===== src/rtl/panel_controller.sv =====
// rtl/panel_controller.sv - front-panel load-address / deposit / examine sequencer
// Switch edges start single memory cycles that borrow the bus while the CPU is halted.
module panel_controller #(
  parameter int WE_WIDTH = 2
) (
  input  logic        clk,
  input  logic        reset,
  input  logic        running,
  input  logic [11:0] swReg,
  input  logic        swLA,
  input  logic        swDep,
  input  logic        swExam,
  input  logic        busGrant,
  input  logic [11:0] ramDataIn,
  output logic        busReq,
  output logic [11:0] memAddr,
  output logic [11:0] memDataOut,
  output logic        memWe,
  output logic        memOe,
  output logic [11:0] panelAddr,
  output logic [11:0] panelData,
  output logic        busy
);

  typedef enum logic [2:0] {IDLE, REQ, WR, RD1, RD2, INC} state_t;

  localparam logic [1:0] WE_LAST = 2'(WE_WIDTH - 1);

  state_t      state, state_nxt;
  logic [2:0]  prev_sw;
  logic [1:0]  we_cnt;
  logic        is_dep;
  logic [11:0] wdata;
  logic        accept, la_go, dep_go, exam_go;

  // Edges are only honoured when the panel is idle and the CPU is halted; otherwise dropped.
  assign accept  = (state == IDLE) && !running;
  assign la_go   = accept && swLA && !prev_sw[2];
  assign dep_go  = accept && swDep && !prev_sw[1] && !la_go;
  assign exam_go = accept && swExam && !prev_sw[0] && !la_go && !(swDep && !prev_sw[1]);

  always_ff @(posedge clk or posedge reset) begin
    if (reset) state <= IDLE;
    else       state <= state_nxt;
  end

  always_comb begin
    state_nxt = state;
    case (state)
      IDLE: if (dep_go || exam_go) state_nxt = REQ;
      REQ: begin
        if (running)       state_nxt = IDLE;
        else if (busGrant) state_nxt = is_dep ? WR : RD1;
      end
      WR:      if (we_cnt == WE_LAST) state_nxt = INC;
      RD1:     state_nxt = RD2;
      RD2:     state_nxt = INC;
      INC:     state_nxt = IDLE;
      default: state_nxt = IDLE;
    endcase
  end

  // Strobes decode from state only, so an asynchronous reset removes them at once.
  always_comb begin
    busReq = (state != IDLE);
    busy   = (state != IDLE);
    memWe  = (state == WR);
    memOe  = (state == RD1) || (state == RD2);
  end

  assign memAddr    = panelAddr;
  assign memDataOut = wdata;

  always_ff @(posedge clk or posedge reset) begin
    if (reset) begin
      prev_sw   <= 3'b111;
      we_cnt    <= 2'd0;
      is_dep    <= 1'b0;
      wdata     <= 12'd0;
      panelAddr <= 12'd0;
      panelData <= 12'd0;
    end else begin
      prev_sw <= {swLA, swDep, swExam};
      we_cnt  <= (state == WR) ? we_cnt + 2'd1 : 2'd0;
      if (la_go) panelAddr <= swReg;
      if (dep_go) begin
        wdata  <= swReg;
        is_dep <= 1'b1;
      end
      if (exam_go) is_dep <= 1'b0;
      if (state == RD2) panelData <= ramDataIn;
      if (state == INC) begin
        panelAddr <= panelAddr + 12'd1;
        if (is_dep) panelData <= wdata;
      end
    end
  end

endmodule

===== config.mk =====
export PLATFORM = sky130hd
export DESIGN_NAME = panel_controller
export DESIGN_NICKNAME = d
export VERILOG_FILES = /design/src/rtl/panel_controller.sv
export SDC_FILE = /design/constraint.sdc
export NUM_CORES = 1
export LEC_CHECK = 0
export ABC_AREA = 1
export BUFFER_PORTS_ARGS = -buffer_cell sky130_fd_sc_hd__buf_2
export CAP_MARGIN = 40
export CELL_PAD_IN_SITES_DETAIL_PLACEMENT = 1
export CELL_PAD_IN_SITES_GLOBAL_PLACEMENT = 1
export CORE_ASPECT_RATIO = 1.2
export CORE_UTILIZATION = 38
export CTS_CLUSTER_SIZE = 14
export DETAILED_ROUTE_END_ITERATION = 16
export PLACE_DENSITY = 0.87
export SLEW_MARGIN = 0
export SYNTH_ARGS = -nofsm -noshare
export SYNTH_HDL_FRONTEND = slang
export SYNTH_SLANG_ARGS = --single-unit

===== constraint.sdc =====
create_clock -name clk -period 1.95 [get_ports clk]
set_input_delay 0.0975 -clock clk [delete_from_list [all_inputs] [get_ports clk]]
set_output_delay 0.0975 -clock clk [all_outputs]
set_load 0.01 [all_outputs]

==> results of run 1 <==
==> worst reg2reg max path, cell delays in order, from the launching register on <==
cell	delay, ns
dfrtp_1	0.42
inv_1	0.14
nor2_2	0.08
nand2_4	0.13
clkinv_2	0.21
nand2_4	0.28
nor2_1	0.09
a31oi_1	0.18
==> power breakdown <==
part | switching (W) | total, W | internal [W]
registers | 0.000456 | 0.00181 | 0.00135
logic | 0.00118 | 0.00199 | 0.000815
clock network | 0.000304 | 0.000559 | 0.000255
==> stage by stage <==
step / power, W / util (%) / std cells / hold slack [ns]
after floorplan: 0.00313 / - / 300 / 0.102
after global placement: 0.00372 / 45.6 / 448 / 0.164
after detailed placement: 0.00383 / 45.6 / 448 / 0.165
after CTS: 0.00442 / 47.6 / 460 / 0.0390
after global routing: 0.00474 / 47.6 / 460 / 0.0473
final: 0.00436 / 47.6 / 460 / 0.0454
==> registers in the layout, indices dropped and copies added (netlist names) <==
register / cells
we_cnt: 2
panelData: 12
state: 3
memAddr: 12
is_dep: 1
memDataOut: 12
prev_sw: 3
==> cells in the mapped netlist, types with 3 or more instances <==
cell type	n
nand4_1	4
nand2_1	100
buf_4	15
dfstp_2	3
dfrtp_1	42
nand2_4	3
o21ai_0	12
buf_6	3
nor2_1	30
a31oi_1	13
inv_1	25
nand3_1	24
o21ai_2	3
==> kinds of logic (layout without fill, tap and decap cells) <==
group	Yosys count	in the layout	share of synthesized area [%]
adder cells (fa/ha/maj)	2	2	1.05
AND/OR/NAND/NOR	171	171	31.4
flip-flops	45	45	47.6
AO/OA/AOI/OAI	33	33	8.43
buffers and inverters	47	125	10.8
XOR/XNOR	2	2	0.737
==> layout by cell type (no fill, tap or decap), drive strengths merged <==
| cell | netlist | final |
|---|---|---|
| dfstp | 3 | 3 |
| o211ai | 2 | 2 |
| nand4 | 4 | 4 |
| nor2 | 34 | 34 |
| buf | 19 | 85 |
| or2 | 1 | 1 |
| dlygate4sd3 | 0 | 4 |
| nor4 | 1 | 1 |
| a31oi | 13 | 13 |
| o21ai | 16 | 16 |
| ha | 2 | 2 |
| dfrtp | 42 | 42 |
| a21oi | 1 | 1 |
| nand3 | 25 | 25 |
| nand2 | 104 | 104 |
| xnor2 | 2 | 2 |
| o21a | 1 | 1 |
| nand3b | 2 | 2 |
| clkbuf | 0 | 8 |
| clkinv | 1 | 1 |
| inv | 27 | 27 |
==> layout make-up <==
type	instances	area, µm²	area share (%)
Clock buffer	8	80.1	2.78
Tap cell	82	103	3.56
Inverter	28	106	3.69
Sequential cell	45	1130	39.2
Timing Repair Buffer	89	473	16.4
Multi-Input combinational cell	208	988	34.3
==> per-layer routing <==
layer	track usage, %	wire length [µm]
met2	38.2	3440
met5	0	0
met1	25.8	2830
met3	3.42	203
met4	7.17	119
==> worst min-delay path by stage <==
| stage | slack, ns | to | from |
|---|---|---|---|
| after global placement | 0.16 | memAddr[2] | reset |
| after floorplan | 0.10 | prev_sw[0] | swExam |
| after CTS | 0.04 | panelData[4] | ramDataIn[4] |
| after detailed placement | 0.17 | memAddr[2] | reset |
| after global routing | 0.05 | panelData[11] | ramDataIn[11] |
| final | 0.05 | panelData[3] | ramDataIn[3] |
==> repair_timing <==
item                      CTS  global route
buffers inserted            0             0
hold endpoints to repair   26             0
hold buffers                4             0
==> flow_summary.json, run 1 <==
{
  "critPathKind": "flop to flop",
  "path_buf_inv": 2,
  "cts_buffers": 5,
  "io_pins": 83,
  "rsz0062_at_grt": "no",
  "setup_viol": 0,
  "postRouteAntennaNets": 0,
  "path_cells": "inv_1 -> nor2_2 -> nand2_4 -> clkinv_2 -> nand2_4 -> nor2_1 -> a31oi_1",
  "skew_ns": 0.0109,
  "fmax_mhz": 628,
  "min_delay_path_depth": 3,
  "crit_slowest_cell": "dfrtp_1",
  "endpoint": "panelData[9]",
  "cap_violations": 0,
  "drt_iter0_drc": 66,
  "critical_path_depth": 7,
  "start_util_pct": 39.3,
  "die_area_um2": 6570,
  "clock_latency_ns": 0.30,
  "worstMarginPinSlew_ns": 0.594,
  "via_per_inst": 4.81,
  "synth_cell_types": 29,
  "fillers": 828,
  "fin_ws_ns": 0.359,
  "hpwl_mm": 5.19,
  "diodes": 0,
  "timing.reg2reg.setup_slack_ns": 0.36,
  "synth_ff_type": "dfrtp_1",
  "crit_start": "state[0]",
  "cellPowerDensity_nw_per_um2": 1510,
  "root_buffer": "clkbuf_8",
  "end_kind": "flop",
  "finalCriticalPeriod_ns": 1.59,
  "max_slew_margin_pct": 60.2,
  "path_delay_family": "simple AND/OR/NAND/NOR gates",
  "tns_ns": 0,
  "crit_top_cell": "nand2_4",
  "core_um2": 6050,
  "start_kind": "flop",
  "ir_worst_vdd_mv": 0.617,
  "netlist_top_cells_area": "dfrtp_1 44%, nand2_1 16%, nand3_1 5.1%",
  "fin_crit_sh_pct": 81.6,
  "antenna_found_initial": 0,
  "ys_seq_area_share_pct": 47.6,
  "r2r_cells": 7,
  "synth_top_area_cell": "dfrtp_1",
  "drive_gt1_share_pct": 29.1,
  "hp-class": "input pin to flop",
  "hold_viol_final": 0,
  "cts_tree": "done",
  "cp.required_ns": 2.16,
  "syn_to_final_growth_pct": 21.2,
  "drc_errors": 0,
  "rr_endpoint": "panelData[9]",
  "cts.htree.levels": 2,
  "synth-edff-count": 0,
  "slew_viol_final": 0,
  "wl_mm": 6.59,
  "synth_top_area_share_pct": 44.2,
  "vias": 2214,
  "crit_fanout": 24,
  "grt_pass1_wl_mm": 10.6,
  "wire_per_inst_um": 14.3,
  "clockBufferDepth": 2,
  "status": "complete, no violations",
  "rows": 31,
  "async_reset_ff_share_pct": 100,
  "synth_warnings": 0,
  "grtUsageTotal_pct": 21.3,
  "die_w_um": 74.2,
  "chipHeight_um": 88.6,
  "grt_pass1_vias": 2253,
  "cp.arrival_ns": 1.80,
  "grt_max_degree": 26,
  "placed_area_um2": 2760,
  "path_clk_slew_ns": 0.08,
  "cts_resized": 0,
  "dpl_worst_slack_ns": 0.372,
  "syn_area_um2": 2380,
  "port_buffers": 82,
  "max_stage_delay_ns": 0.42,
  "gp_congestion": 0.790,
  "reg2reg_from": "state[0]",
  "grt_overflow": 0,
  "synth_fp_nets": 333,
  "nets": 410,
  "clock_sinks": 45,
  "ys_seq_elements": 45,
  "stdcell_area_um2": 2880,
  "p_leak_nw": 1.57,
  "dr.pass1.iters": 4,
  "avgSynthCellArea_um2": 7.92,
  "syn_inst": 300
}
Note: power is estimated with default switching activity, not from simulation.
==> inputs of run 2 (changes only) <==
CORE_UTILIZATION = 35   (was 38)
PLACE_DENSITY = 0.82   (was 0.87)
clock period = 1.5 ns   (was 1.95 ns; I/O delays follow)
==> flow_summary.json, run 2 (synthesis gave the netlist of run 1 again) <==
{
  "status": "complete, no violations",
  "drc_errors": 0,
  "gp_congestion": 0.846,
  "slew_viol_final": 0,
  "grt_busiest_layer": "met2",
  "endpoint": "memOe",
  "dr.pass1.iters": 4,
  "nets": 422,
  "start_util_pct": 36.6,
  "grtUsageMet1_pct": 24.1,
  "max_stage_delay_ns": 0.46,
  "reg2reg_from": "state[0]",
  "vias": 2328,
  "setup_viol": 0,
  "crit_slowest_cell": "dfrtp_2",
  "path_cells": "nor2_4 -> nand2_2 -> buf_6 -> nand2_1 -> buf_2",
  "rows": 32,
  "postRouteAntennaNets": 0,
  "grt_pass1_vias": 2366,
  "final_common_cell": "nand2_1",
  "cts_tree": "done",
  "cap_violations": 0,
  "clock_latency_ns": 0.31,
  "p_leak_nw": 1.62,
  "wire_per_inst_um": 14.6,
  "max_slew_margin_pct": 68.7,
  "cts_buffers": 5,
  "clockPowerShare_pct": 12.8,
  "io_pins": 83,
  "switchingPower_w": 0.00265,
  "skew_ns": 0.00962,
  "r2r_cells": 7,
  "whs_ns": 0.0164,
  "crit_start": "state[1]",
  "syn_to_final_growth_pct": 26.8,
  "timing.reg2reg.setup_slack_ns": 0.08,
  "power_frac_seq_pct": 40.1,
  "start_kind": "flop",
  "fin_ws_ns": 0.0618,
  "switching_share_pct": 44.6,
  "fin_crit_sh_pct": 95.9,
  "port_buffers": 82,
  "die_area_um2": 7120,
  "cp.arrival_ns": 1.36,
  "core_um2": 6490,
  "drt_iter0_drc": 38,
  "gr-usage-met3_pct": 3.58,
  "hp-class": "input pin to flop",
  "drive_gt1_share_pct": 33.3,
  "fmax_mhz": 695,
  "hold_viol_final": 0,
  "clock_sinks": 45,
  "grtUsageTotal_pct": 20.9,
  "cts.htree.levels": 2,
  "finalCriticalPeriod_ns": 1.44,
  "hpwl_mm": 5.35,
  "end_kind": "output pin",
  "grt_pass1_wl_mm": 11.6,
  "grt_max_degree": 25,
  "crit_fanout": 14,
  "rr_endpoint": "state[0]",
  "die_w_um": 77.2,
  "ir_worst_vdd_mv": 0.754,
  "cell_internal_pwr_w": 0.00330,
  "clockBufferDepth": 2,
  "critPathKind": "flop to output pin",
  "final_cell_mix": "99 x nand2_1, 82 x buf_2, 38 x dfrtp_1, 29 x nor2_1, 24 x nand3_1",
  "path_clk_slew_ns": 0.09,
  "p_comb_share_pct": 47.1,
  "dpl_worst_slack_ns": 0.0548,
  "via_per_inst": 4.90,
  "worstMarginPinSlew_ns": 0.469,
  "cp.required_ns": 1.42,
  "wl_mm": 6.95,
  "root_buffer": "clkbuf_8",
  "grt_overflow": 0,
  "chipHeight_um": 92.3,
  "rsz0062_at_grt": "yes",
  "antenna_found_initial": 0,
  "grt_util_met2_pct": 37.6,
  "diodes": 0,
  "cellPowerDensity_nw_per_um2": 1970
}
## run 2: cell count changes in the layout (fill, tap and decap cells not counted), sizes merged
| cell | before | now |
|---|---|---|
| buf | 85 | 97 |
| clkinvlp | 0 | 1 |
| clkinv | 1 | 0 |
| inv | 27 | 28 |
| clkbuf | 8 | 7 |
## run 2: power by group through the flow
stage               Clock [W]  Combinational (W)  Sequential, W
finish               0.000762            0.00280        0.00238
global route         0.000830            0.00315        0.00249
CTS                  0.000796            0.00275        0.00237
detailed placement          0            0.00268        0.00237
global placement            0            0.00256        0.00236
floorplan                   0            0.00160        0.00246
## run 2: critical path, delay by kind of cell, from the launching register on
kind,cells,cell delay (ns)
AND/OR/NAND/NOR,3,0.32
flip-flops,1,0.46
buffers and inverters,2,0.28
## run 2: routing by layer
layer / vias to the layer above / routed length [µm]
li1: 1122 / -
met1: 1138 / 2940
met2: 58 / 3610
met3: 10 / 271
met4: 0 / 122
met5: - / 0
## run 2: cell type report
class	count	area (µm²)
clock buffers	7	76.3
clock inverters	1	7.51
fillers	868	3470
inverters	28	108
multi-input cells	208	1010
flip-flops and latches	45	1130
well taps	85	106
repair buffers	101	567
## run 2: what timing repair did
action	in CTS	in global routing
endpoints found under the hold margin	19	0
resized for setup	2	10
pin swaps	1	1
buffers inserted	2	3
hold buffers	4	0
endpoints found under the setup margin	1	26
## run 2: per-stage QoR
| step | instance area (µm²) | TNS, ns | std cells | util [%] | total power [W] |
|---|---|---|---|---|---|
| floorplan | 2380 | 0 | 300 | - | 0.00406 |
| global placement | 2820 | 0 | 458 | 43.4 | 0.00492 |
| detailed placement | 2820 | 0 | 458 | 43.4 | 0.00505 |
| CTS | 2960 | 0 | 472 | 45.7 | 0.00591 |
| global route | 3010 | -0.232 | 475 | 46.4 | 0.00647 |
| finish | 3010 | 0 | 475 | 46.4 | 0.00595 |
## run 2: worst min path at each step
stage | from | end | depth (start not counted)
final | swReg[8] | memDataOut[8] | 3
after global routing | ramDataIn[5] | panelData[5] | 3
after CTS | ramDataIn[3] | panelData[3] | 3
after detailed placement | reset | is_dep | 2
after global placement | reset | is_dep | 2
after floorplan | swExam | prev_sw[0] | 0
==> inputs of run 3 (changes only) <==
==> constraint.sdc (replaced) <==
create_clock -name clk -period 1.5 [get_ports clk]
set_input_delay 0.3 -clock clk [delete_from_list [all_inputs] [get_ports clk]]
set_output_delay 0.3 -clock clk [all_outputs]
set_load 0.01 [all_outputs]
==> flow_summary.json, run 3 (synthesis gave the netlist of run 1 again) <==
{
  "vias": 2290,
  "grt_pass1_vias": 2228,
  "multiInputGateArea_um2": 1040,
  "switching_share_pct": 45.2,
  "core_um2": 6490,
  "p_comb_share_pct": 48.2,
  "cellPowerDensity_nw_per_um2": 2010,
  "cp.required_ns": 1.20,
  "die_area_um2": 7120,
  "status": "finished, violations left",
  "fin_ws_ns": -0.00835,
  "skew_ns": 0.0170,
  "diodes": 0,
  "cts_buffers": 5,
  "fmax_mhz": 663,
  "nets": 420,
  "wire_per_inst_um": 14.8,
  "final_util_pct": 47.1,
  "wl_mm": 7.02,
  "switchingPower_w": 0.00278,
  "setup_viol": 3,
  "p_leak_nw": 1.64,
  "fillers": 869,
  "postRouteAntennaNets": 0,
  "syn_to_final_growth_pct": 28.5,
  "drc_errors": 0,
  "end_kind": "output pin",
  "crit_fanout": 4,
  "die_w_um": 77.2,
  "grt_pass1_wl_mm": 10.9,
  "antenna_found_initial": 0,
  "cell_internal_pwr_w": 0.00337,
  "start_kind": "flop",
  "cts.htree.levels": 2,
  "ir_worst_vdd_mv": 0.854,
  "path_clk_slew_ns": 0.10,
  "max_slew_margin_pct": 78.8,
  "power_frac_seq_pct": 38.9,
  "grt_overflow": 0,
  "root_buffer": "clkbuf_8",
  "final_common_cell": "nand2_1",
  "gp_congestion": 0.831,
  "io_pins": 83,
  "drt_iter0_drc": 71,
  "clock_latency_ns": 0.31,
  "clockBufferDepth": 2,
  "crit_slowest_cell": "dfrtp_2",
  "port_buffers": 82,
  "cap_violations": 0,
  "final_cell_mix": "96 x nand2_1, 81 x buf_2, 40 x dfrtp_1, 28 x nor2_1",
  "path_cells": "nor2_4 -> nand2_2 -> buf_2",
  "drive_gt1_share_pct": 35.8,
  "finalCriticalPeriod_ns": 1.51,
  "cts_tree": "done",
  "hpwl_mm": 5.02,
  "slew_viol_final": 0,
  "whs_ns": -0.00132,
  "grtUsageTotal_pct": 19.4,
  "critPathKind": "flop to output pin",
  "grt_max_degree": 46,
  "worstMarginPinSlew_ns": 0.317,
  "clockPowerShare_pct": 12.9,
  "max_stage_delay_ns": 0.46,
  "via_per_inst": 4.84,
  "cp.arrival_ns": 1.21,
  "fin_crit_sh_pct": 101,
  "hold_viol_final": 1,
  "tns_ns": -0.0161,
  "rsz0062_at_grt": "yes",
  "regArea_um2": 1130,
  "dr.pass1.iters": 4,
  "chipHeight_um": 92.3,
  "violations": "hold timing, setup timing",
  "rows": 32,
  "start_util_pct": 36.6,
  "hp-class": "input pin to async pin",
  "clock_sinks": 45
}
[run 3: cell count changes in the layout (fill, tap and decap cells not counted), moves of 2 or more]
| cell | before | now |
|---|---|---|
| dlygate4sd3_1 | 4 | 0 |
| o21ai_0 | 12 | 8 |
| o21ai_1 | 1 | 5 |
| nand2_1 | 99 | 96 |
| clkbuf_1 | 2 | 0 |
| dfrtp_1 | 38 | 40 |
| dfrtp_2 | 4 | 2 |
| nand2_2 | 2 | 4 |
| nand3_1 | 24 | 22 |
[run 3: cell type report]
class / instances / area share (%)
sequential: 45 / 37.1
multi-input combinational: 208 / 34.2
timing repair buffer: 99 / 18.4
inverter: 28 / 3.77
tap: 85 / 3.48
clock buffer: 5 / 2.25
clock inverter: 3 / 0.820
[run 3: power by group through the flow]
stage               logic (W)  clock network, W  registers [W]
detailed placement    0.00268                 0        0.00236
finish                0.00296          0.000791        0.00239
global route          0.00329          0.000863        0.00247
CTS                   0.00277          0.000815        0.00236
global placement      0.00258                 0        0.00235
floorplan             0.00160                 0        0.00246
[run 3: timing repair]
| item | 4_1_cts | 5_1_grt |
|---|---|---|
| pin swaps | 1 | 3 |
| hold buffers | 0 | 0 |
| resized for setup | 6 | 21 |
| endpoints found under the setup margin | 4 | 27 |
| setup buffers | 2 | 5 |
[run 3: stage by stage]
step / setup WS [ns] / total power (W) / hold WS [ns] / instances / cell area (µm²)
global route: -0.0802 / 0.00662 / 0.0277 / 473 / 3050
global placement: 0.0575 / 0.00493 / 0.352 / 458 / 2830
finish: -0.00835 / 0.00614 / -0.00132 / 473 / 3050
detailed placement: 0.0169 / 0.00504 / 0.356 / 458 / 2830
CTS: -0.00257 / 0.00595 / 0.00848 / 468 / 2960
floorplan: 0.143 / 0.00406 / 0.304 / 300 / 2380
[run 3: worst max-delay path: cells and delay by family, from the launching register on]
family,cells,cell delay (ns)
simple gates,2,0.29
flops,1,0.46
buf+inv,1,0.16
[run 3: path summary, 6_finish.rpt]
path	from	end	slack, ns	cells after the start
setup / recovery	state[1]	busy	-0.008	3
hold / removal	reset	memAddr[7]	-0.001	3
setup reg to reg	state[1]	memAddr[7]	0.02	7
hold reg to reg	we_cnt[0]	we_cnt[0]	0.45	1
max in group asynchronous	reset	prev_sw[2]	1.21	3
min in group clk	swDep	prev_sw[1]	0.10	1
[run 3: routing by layer]
layer  share of wire [%]  vias up  wire [µm]  GRT usage, %
met1                  43     1095       3010          24.3
met2                  52       60       3620          33.8
met3                 3.1       13        217          2.89
li1                    -     1122          -             -
met5                   0        -          0             0
met4                 2.4        0        165          6.45
